===== src/rtl/mem_access_unit_pkg.sv =====
// Shared encodings for the load/store sequencer: op codes, FSM states, access sizes.
package mem_access_unit_pkg;

    localparam int MEM_BYTES_DEFAULT = 256;

    typedef enum logic [2:0] {
        OP_LW  = 3'b000,
        OP_LH  = 3'b001,
        OP_LHU = 3'b010,
        OP_LB  = 3'b011,
        OP_LBU = 3'b100,
        OP_SW  = 3'b101,
        OP_SH  = 3'b110,
        OP_SB  = 3'b111
    } op_e;

    typedef enum logic [1:0] {
        ST_IDLE = 2'd0,
        ST_RD   = 2'd1,
        ST_WR   = 2'd2,
        ST_DONE = 2'd3
    } state_e;

    typedef enum logic [1:0] {
        SZ_BYTE = 2'd0,
        SZ_HALF = 2'd1,
        SZ_WORD = 2'd2
    } size_e;

    function automatic size_e op_size(op_e op);
        case (op)
            OP_LH, OP_LHU, OP_SH: return SZ_HALF;
            OP_LB, OP_LBU, OP_SB: return SZ_BYTE;
            default:              return SZ_WORD;
        endcase
    endfunction

    function automatic logic op_signed(op_e op);
        return (op == OP_LH) || (op == OP_LB);
    endfunction

    function automatic logic op_is_store(op_e op);
        return (op == OP_SW) || (op == OP_SH) || (op == OP_SB);
    endfunction

endpackage


===== src/rtl/mem_lane_align.sv =====
// Little-endian lane steering: extracts/extends a load lane and merges a store lane into a word.
module mem_lane_align
    import mem_access_unit_pkg::*;
(
    input  logic [31:0] word,
    input  logic [1:0]  ofs,
    input  size_e       size,
    input  logic        sgn,
    input  logic [31:0] data,
    output logic [31:0] load_val,
    output logic [31:0] store_word
);

    logic [7:0]  b;
    logic [15:0] h;

    always_comb begin
        b          = word[{ofs, 3'b000} +: 8];
        h          = word[{ofs[1], 4'b0000} +: 16];
        load_val   = word;
        store_word = data;
        case (size)
            SZ_BYTE: begin
                load_val   = {{24{sgn & b[7]}}, b};
                store_word = word;
                store_word[{ofs, 3'b000} +: 8] = data[7:0];
            end
            SZ_HALF: begin
                load_val   = {{16{sgn & h[15]}}, h};
                store_word = word;
                store_word[{ofs[1], 4'b0000} +: 16] = data[15:0];
            end
            default: ;
        endcase
    end

endmodule


===== src/rtl/mem_access_unit.sv =====
// Load/store sequencer: one word/half/byte access per Start, sub-word stores as read-modify-write.
module mem_access_unit
    import mem_access_unit_pkg::*;
#(
    parameter int MEM_BYTES = MEM_BYTES_DEFAULT
) (
    input  logic        CLK,
    input  logic        Reset,
    input  logic        Start,
    input  logic [2:0]  Op,
    input  logic [31:0] Addr,
    input  logic [31:0] StoreData,
    output logic        Busy,
    output logic        Done,
    output logic        Fault,
    output logic [31:0] LoadData,
    output logic [31:0] MemAddr,
    output logic        MemRW,
    output logic [31:0] MemDataIn,
    input  logic [31:0] MemDataOut
);

    state_e      state, state_n, start_state;
    op_e         op_in, op_q;
    logic [31:0] addr_q, wdata_q, load_q;
    logic        fault_q, memrw_q;
    logic        accept, bad_align, bad_range, fault_now;
    logic [31:0] lane_load, lane_store;

    assign op_in     = op_e'(Op);
    assign accept    = Start && (state == ST_IDLE || state == ST_DONE);
    assign bad_range = Addr >= 32'(MEM_BYTES);
    assign fault_now = bad_align || bad_range;

    always_comb begin
        bad_align = 1'b0;
        case (op_size(op_in))
            SZ_WORD: bad_align = Addr[1:0] != 2'b00;
            SZ_HALF: bad_align = Addr[0];
            default: bad_align = 1'b0;
        endcase
    end

    always_comb begin
        start_state = ST_RD;
        if (fault_now)
            start_state = ST_DONE;
        else if (op_in == OP_SW)
            start_state = ST_WR;
    end

    always_comb begin
        state_n = state;
        case (state)
            ST_IDLE: if (accept) state_n = start_state;
            ST_RD:   state_n = op_is_store(op_q) ? ST_WR : ST_DONE;
            ST_WR:   state_n = ST_DONE;
            ST_DONE: state_n = accept ? start_state : ST_IDLE;
            default: state_n = ST_IDLE;
        endcase
    end

    // wdata_q holds StoreData from acceptance; for SH/SB it becomes the merged word at the end of RD.
    mem_lane_align u_align (
        .word       (MemDataOut),
        .ofs        (addr_q[1:0]),
        .size       (op_size(op_q)),
        .sgn        (op_signed(op_q)),
        .data       (wdata_q),
        .load_val   (lane_load),
        .store_word (lane_store)
    );

    always_ff @(posedge CLK) begin
        if (Reset) begin
            state   <= ST_IDLE;
            op_q    <= OP_LW;
            addr_q  <= '0;
            wdata_q <= '0;
            load_q  <= '0;
            fault_q <= 1'b0;
            memrw_q <= 1'b0;
        end else begin
            state   <= state_n;
            // Registered write strobe so the memory's negedge write never sees decode glitches.
            memrw_q <= (state_n == ST_WR);
            if (accept) begin
                op_q    <= op_in;
                addr_q  <= Addr;
                wdata_q <= StoreData;
                fault_q <= fault_now;
            end else if (state == ST_RD) begin
                if (op_is_store(op_q))
                    wdata_q <= lane_store;
                else
                    load_q  <= lane_load;
            end
        end
    end

    assign Busy      = (state == ST_RD) || (state == ST_WR);
    assign Done      = (state == ST_DONE);
    assign Fault     = Done && fault_q;
    assign LoadData  = load_q;
    assign MemAddr   = {addr_q[31:2], 2'b00};
    assign MemRW     = memrw_q;
    assign MemDataIn = wdata_q;

endmodule


===== config.mk =====
export PLATFORM = sky130hd
export DESIGN_NAME = mem_access_unit
export DESIGN_NICKNAME = d
export VERILOG_FILES = /design/src/rtl/mem_access_unit_pkg.sv /design/src/rtl/mem_lane_align.sv /design/src/rtl/mem_access_unit.sv
export SDC_FILE = /design/constraint.sdc
export NUM_CORES = 1
export LEC_CHECK = 0
export ABC_AREA = 1
export BUFFER_PORTS_ARGS = -buffer_cell sky130_fd_sc_hd__buf_2
export CAP_MARGIN = 20
export CORE_MARGIN = 2
export CORE_UTILIZATION = 51
export CTS_CLUSTER_DIAMETER = 30
export DETAILED_ROUTE_END_ITERATION = 7
export HOLD_SLACK_MARGIN = 0.05
export PLACE_DENSITY = 0.79
export SLEW_MARGIN = 20
export SYNTH_ARGS = -nofsm -noshare
export SYNTH_HDL_FRONTEND = slang
export SYNTH_SLANG_ARGS = --single-unit

===== constraint.sdc =====
create_clock -name CLK -period 4.22 [get_ports CLK]
set_input_delay 1.266 -clock CLK [delete_from_list [all_inputs] [get_ports CLK]]
set_output_delay 1.266 -clock CLK [all_outputs]
set_load 0.005 [all_outputs]

=== Word-level counts from Yosys, hierarchy flattened ===
Index checks and enable logic that the tools add are counted.

* Flip-flop bits (word level): 103
* Bits of input ports: 102
* Output and inout port bits: 100
* Logic and storage cells: 77

* $add $sub $neg: 2
* Magnitude comparators: 1
* Equality and inequality tests: 21
* Shift operators: 6
* Muxes and demuxes: 16
* Bitwise logic cells: 4
* Reductions and logical operators: 20

{| class="wikitable"
|+ Operator list
! operator !! count
|-
| $pmux 32 s2 || 2
|-
| $mux 32 || 3
|-
| $bwmux 32 || 2
|-
| $ge 32x9->1 const B || 1
|-
| $shift 16x7->32 const A || 1
|-
| $shift 8x7->32 const A || 1
|-
| $shiftx 16x7->32 || 1
|-
| $shiftx 32x6->16 || 1
|-
| $shiftx 32x6->8 || 1
|-
| $shiftx 8x7->32 || 1
|-
| $eq 3x3->1 const B || 8
|-
| $neg 5->7 || 2
|-
| $eq 3x2->1 const B || 4
|-
| $reduce_or 3->1 || 4
|-
| $eq 2x2->1 const B || 4
|-
| $mux 2 || 4
|-
| $pmux 2 s2 || 2
|-
| $pmux 2 s4 || 1
|-
| $eq 2x1->1 const B || 3
|-
| $eq 3x1->1 const B || 2
|-
| $logic_or 1x1->1 || 6
|-
| $reduce_and 3->1 || 2
|-
| $reduce_bool 2->1 || 3
|-
| $logic_not 2->1 || 2
|-
| 6 further kinds || 9
|}

=== Longest topological paths before layout ===
* Depth in word-level cells: 10
* Mapped depth: 13
* Mapped depth without buffers: 12

=== Cells and area by module ===
A second synthesis with hierarchy kept.

* Cells, all modules: 980
* Area total of the unflattened synthesis: 6274.8 µm²

{| class="wikitable"
|+ Modules (own cells, without submodules)
! module !! times used !! cells an instance !! area each (µm²) !! seq. area each (µm²)
|-
| mem_access_unit || 1 || 590 || 4425.5 || 2062.0
|-
| mem_lane_align || 1 || 390 || 1849.3 || 0.0
|}

=== Worst setup path before layout ===
OpenSTA, ideal clock, no wires.

* Path kind: input-to-reg
* Start point: in Start
* End point: reg wdata_q[6] (netlist: MemDataIn[6])
* Library setup time: 0.113 ns
* Data arrival time: 2.179 ns
* Data required time: 4.107 ns
* Slack: 1.928 ns
* Cell stages on the path: 10
* Path buffers: 2
* Cells stage by stage: inv_1 > nor2_2 > buf_6 > nor2_1 > nand3_1 > o21ai_4 > buf_6 > nand2_1 > nand2_1 > nor2_1

* Word-level cells in the longest chain between the ends: 3
* Elaborated cells between the ends (all ways): 6
* Those cells by class: 1 x mux; 5 x reduce/logical

{| class="wikitable"
|+ Ends and longest elaborated chain
! item !! line !! text
|-
| start: declaration || mem_access_unit.sv:9 || <nowiki>input logic Start,</nowiki>
|-
| $logic_and 1x1->1 (*) || mem_access_unit.sv:31 || <nowiki>assign accept = Start && (state == ST_IDLE || state == ST_DONE);</nowiki>
|-
| $reduce_bool 3->1 (no source line) / $reduce_bool 2->1 (equally long branches) || n/a ||
|-
| $reduce_and 3->1 (no source line) || n/a ||
|-
| end signal: assignment || mem_access_unit.sv:90 || <nowiki>wdata_q <= StoreData;</nowiki>
|-
| end signal: assignment || mem_access_unit.sv:94 || <nowiki>wdata_q <= lane_store;</nowiki>
|-
| end: declaration || mem_access_unit.sv:25 || <nowiki>logic [31:0] addr_q, wdata_q, load_q;</nowiki>
|}

Mark *: on every way between the ends. The rest lies on a longest branch, timed or not.
A chain may end at the register's enable or synchronous reset.

=== Worst setup path after layout ===
* Start point: in Start
* End point: reg wdata_q[5] (netlist: MemDataIn[5])

The elaborated chain is that of the path after synthesis.

==> flow_summary.yaml <==
timing:
  worst_slack_ns: 1.447
  final_max_slew_viol_count: 0
  fmax_mhz: 360.7
  worstMarginPinSlew_ns: 0.8447
  fin_crit_sh: 0.6570
  skew_ns: 0.006026
  setup_tns_ns: 0
  max_slew_margin: 0.4361
  final_hold_viol_count: 0
  finalHoldWorstSlack_ns: 0.4724
  min_period_ns: 2.773
  rsz0062_at_grt: "no"
  finalSetupViolations: 0
floorplanning:
  die_w_um: 112.7
  rows: 39
  initial_core_util: 0.5254
  die_y_um: 112.7
  pin_count: 202
  core_area_um2: 11470
  dieArea_um2: 12700
power_and_ir_drop:
  seqPwrFrac: 0.337
  ir_drop_v: 0.0003445
  comb_power_share: 0.481
  leakage_nw: 3.463
  switching_share: 0.4457
  p_int_mw: 2.810
  clkPwrFrac: 0.183
  power.switching_mw: 2.259
  pwr_density_cell_nw_per_um2: 720.8
yosys:
  synth_area_um2: 6025
  async_flop_share: 0
  synth_area_per_cell_um2: 6.541
  synthCells: 921
  synth_top_area_cell: "dfxtp_1"
  ys_ff_latch: 103
  synth_commonest_cells: "nand2_1, nor2_1, o21ai_0"
  synth-xor-area-share: 0
  yosysTopAreaCellShare: 0.3423
  synth.area.mux_share: 0
  synth_top_family_by_area: "simple AND/OR/NAND/NOR gates"
  ys_warn_count: 0
  synthAdderAreaFrac: 0.01869
  synth_cell_types: 34
  synth-simple-area-share: 0.2569
  synth-compound-area-share: 0.2399
  synth_edf_count: 0
  ys_seq_area_frac: 0.3423
  synth_flop_cell: "dfxtp_1"
  yosysMostFrequentCell: "nand2_1"
  yosys-top-cells-area: "dfxtp_1, o21ai_0, nand2_1"
detailed_routing:
  viasPerCell: 5.475
  wl_met3_mm: 1.849
  num_vias: 6554
  drt_iter0_drc: 671
  drt_wl_total_mm: 18.36
  drc: 0
  wl_per_cell_um: 15.33
  antenna_left: 0
  first_pass_iters: 6
  met2WireLength_mm: 8.328
  routedLengthMet1_mm: 7.561
  top_layer_used: "met4"
clocking:
  insertion_delay_ns: 0.36
  path_clk_slew_ns: 0.07
  root_buffer: "clkbuf_16"
  cts_buffer_depth: 2
  cts_inserted_buffers: 9
  cts.sinks: 103
  cts_resized: 0
  postCtsHoldBufs: 0
  cts_tree: "built"
  htreeDepth: 3
  cts_setup_buffers: 0
global_routing:
  grt_pass1_vias: 5786
  grt_pass1_wl_mm: 28.85
  grt_max_degree: 53
  antenna_found_initial: 0
  grt_overflow: 0
  track_usage: 0.2844
hold_path:
  hp-class: "reg -> reg"
critical_path:
  max_stage_delay_ns: 0.46
  cp_cell_sequence: "buf_2, inv_1, nor2_4, buf_4, nor2_1, nand2_2, nand2_4, clkinv_4, o21ai_4, nand2_1, nand2_1, nor2_1"
  crit_fanout: 41
  crit_required_ns: 4.52
  worstSetupPathType: "in -> reg"
  cp-start-kind: "primary input"
  cp.arrival_ns: 3.07
  cp-end-kind: "flop"
  slowest_stage: "buf_4"
layout:
  multi_input_area_um2: 3118
  area_growth_pct: 16.72
  num-nets-final: 1159
  final-seq-area_um2: 2063
  drive_gt1_frac: 0.2327
  fillers: 1157
job:
  drv_cap: 0
placed_design:
  io_buffers: 199
  post-place-ws_ns: 1.075
  place_congestion: 0.8825
  dpl.hpwl_mm: 13.47
outcome:
  status: "completed"
[final timing paths]
path / startpoint / to / slack, ns / cells after the start
worst min-delay path: fault_q / fault_q / 0.47 / 2
worst max-delay path: Start / MemDataIn[5] / 1.45 / 12
worst max register to register: addr_q[0] / MemDataIn[31] / 1.59 / 7
worst min register to register: fault_q / fault_q / 0.47 / 2
[registers in the layout, indices dropped and copies added, names as in the netlist]
| register | cells |
|---|---|
| fault_q | 1 |
| MemRW | 1 |
| state | 2 |
| LoadData | 32 |
| addr_q | 32 |
| op_q | 3 |
| MemDataIn | 32 |
[power by group through the flow]
stage                     logic (mW)  registers, mW  clock network [mW]
after global placement          2.38           1.71                   0
after detailed placement        2.41           1.71                   0
after CTS                       2.43           1.70               0.938
after floorplan                 1.91           1.63                   0
final                           2.44           1.71               0.926
after global routing            2.75           1.75               0.976
[critical path: cells and delay by family]
family / cells / cell delay [ns]
AO/OA/AOI/OAI: 1 / 0.13
AND/OR/NAND/NOR: 7 / 0.97
buffers and inverters: 4 / 0.68
[stage by stage]
stage	instance area (um2)	util	power, mW	std cells
6_report	7032	0.6132	5.069	1197
3_3_place_gp	6698	0.5841	4.090	1180
4_1_cts	7029	0.6130	5.064	1196
2_1_floorplan	6028	-	3.538	922
5_1_grt	7029	0.6130	5.485	1196
3_5_place_dp	6698	0.5841	4.128	1180
[per-layer routing]
layer,global-route usage,vias up
met5,0,-
met4,0.1220,0
met3,0.06587,43
met2,0.4523,340
met1,0.3708,2920
li1,-,3251
[cells by family after synthesis]
logic type               Yosys count
AND/OR/NAND/NOR                  385
AO/OA/AOI/OAI                    257
buffers and inverters            166
flip-flops                       103
adder cells (fa/ha/maj)            9
other                              1
[cell usage in the layout (no fill, tap or decap), types with 11 or more instances in the layout]
cell,count
buf_2,199
nand2_1,174
nor2_1,159
o21ai_0,140
dfxtp_1,102
inv_1,68
a21oi_1,39
nand3_1,35
o211ai_1,33
o22ai_1,26
o21ai_1,11
[layout make-up]
| class | instances | area share |
|---|---|---|
| well taps | 143 | 0.02544 |
| repair buffers | 206 | 0.1491 |
| clock buffers | 10 | 0.03399 |
| clock inverters | 6 | 0.01317 |
| diodes | 1 | 0.0003559 |
| inverters | 75 | 0.04110 |
| flip-flops and latches | 103 | 0.2934 |
| multi-input cells | 653 | 0.4434 |
(Power assumes the default switching activity.)
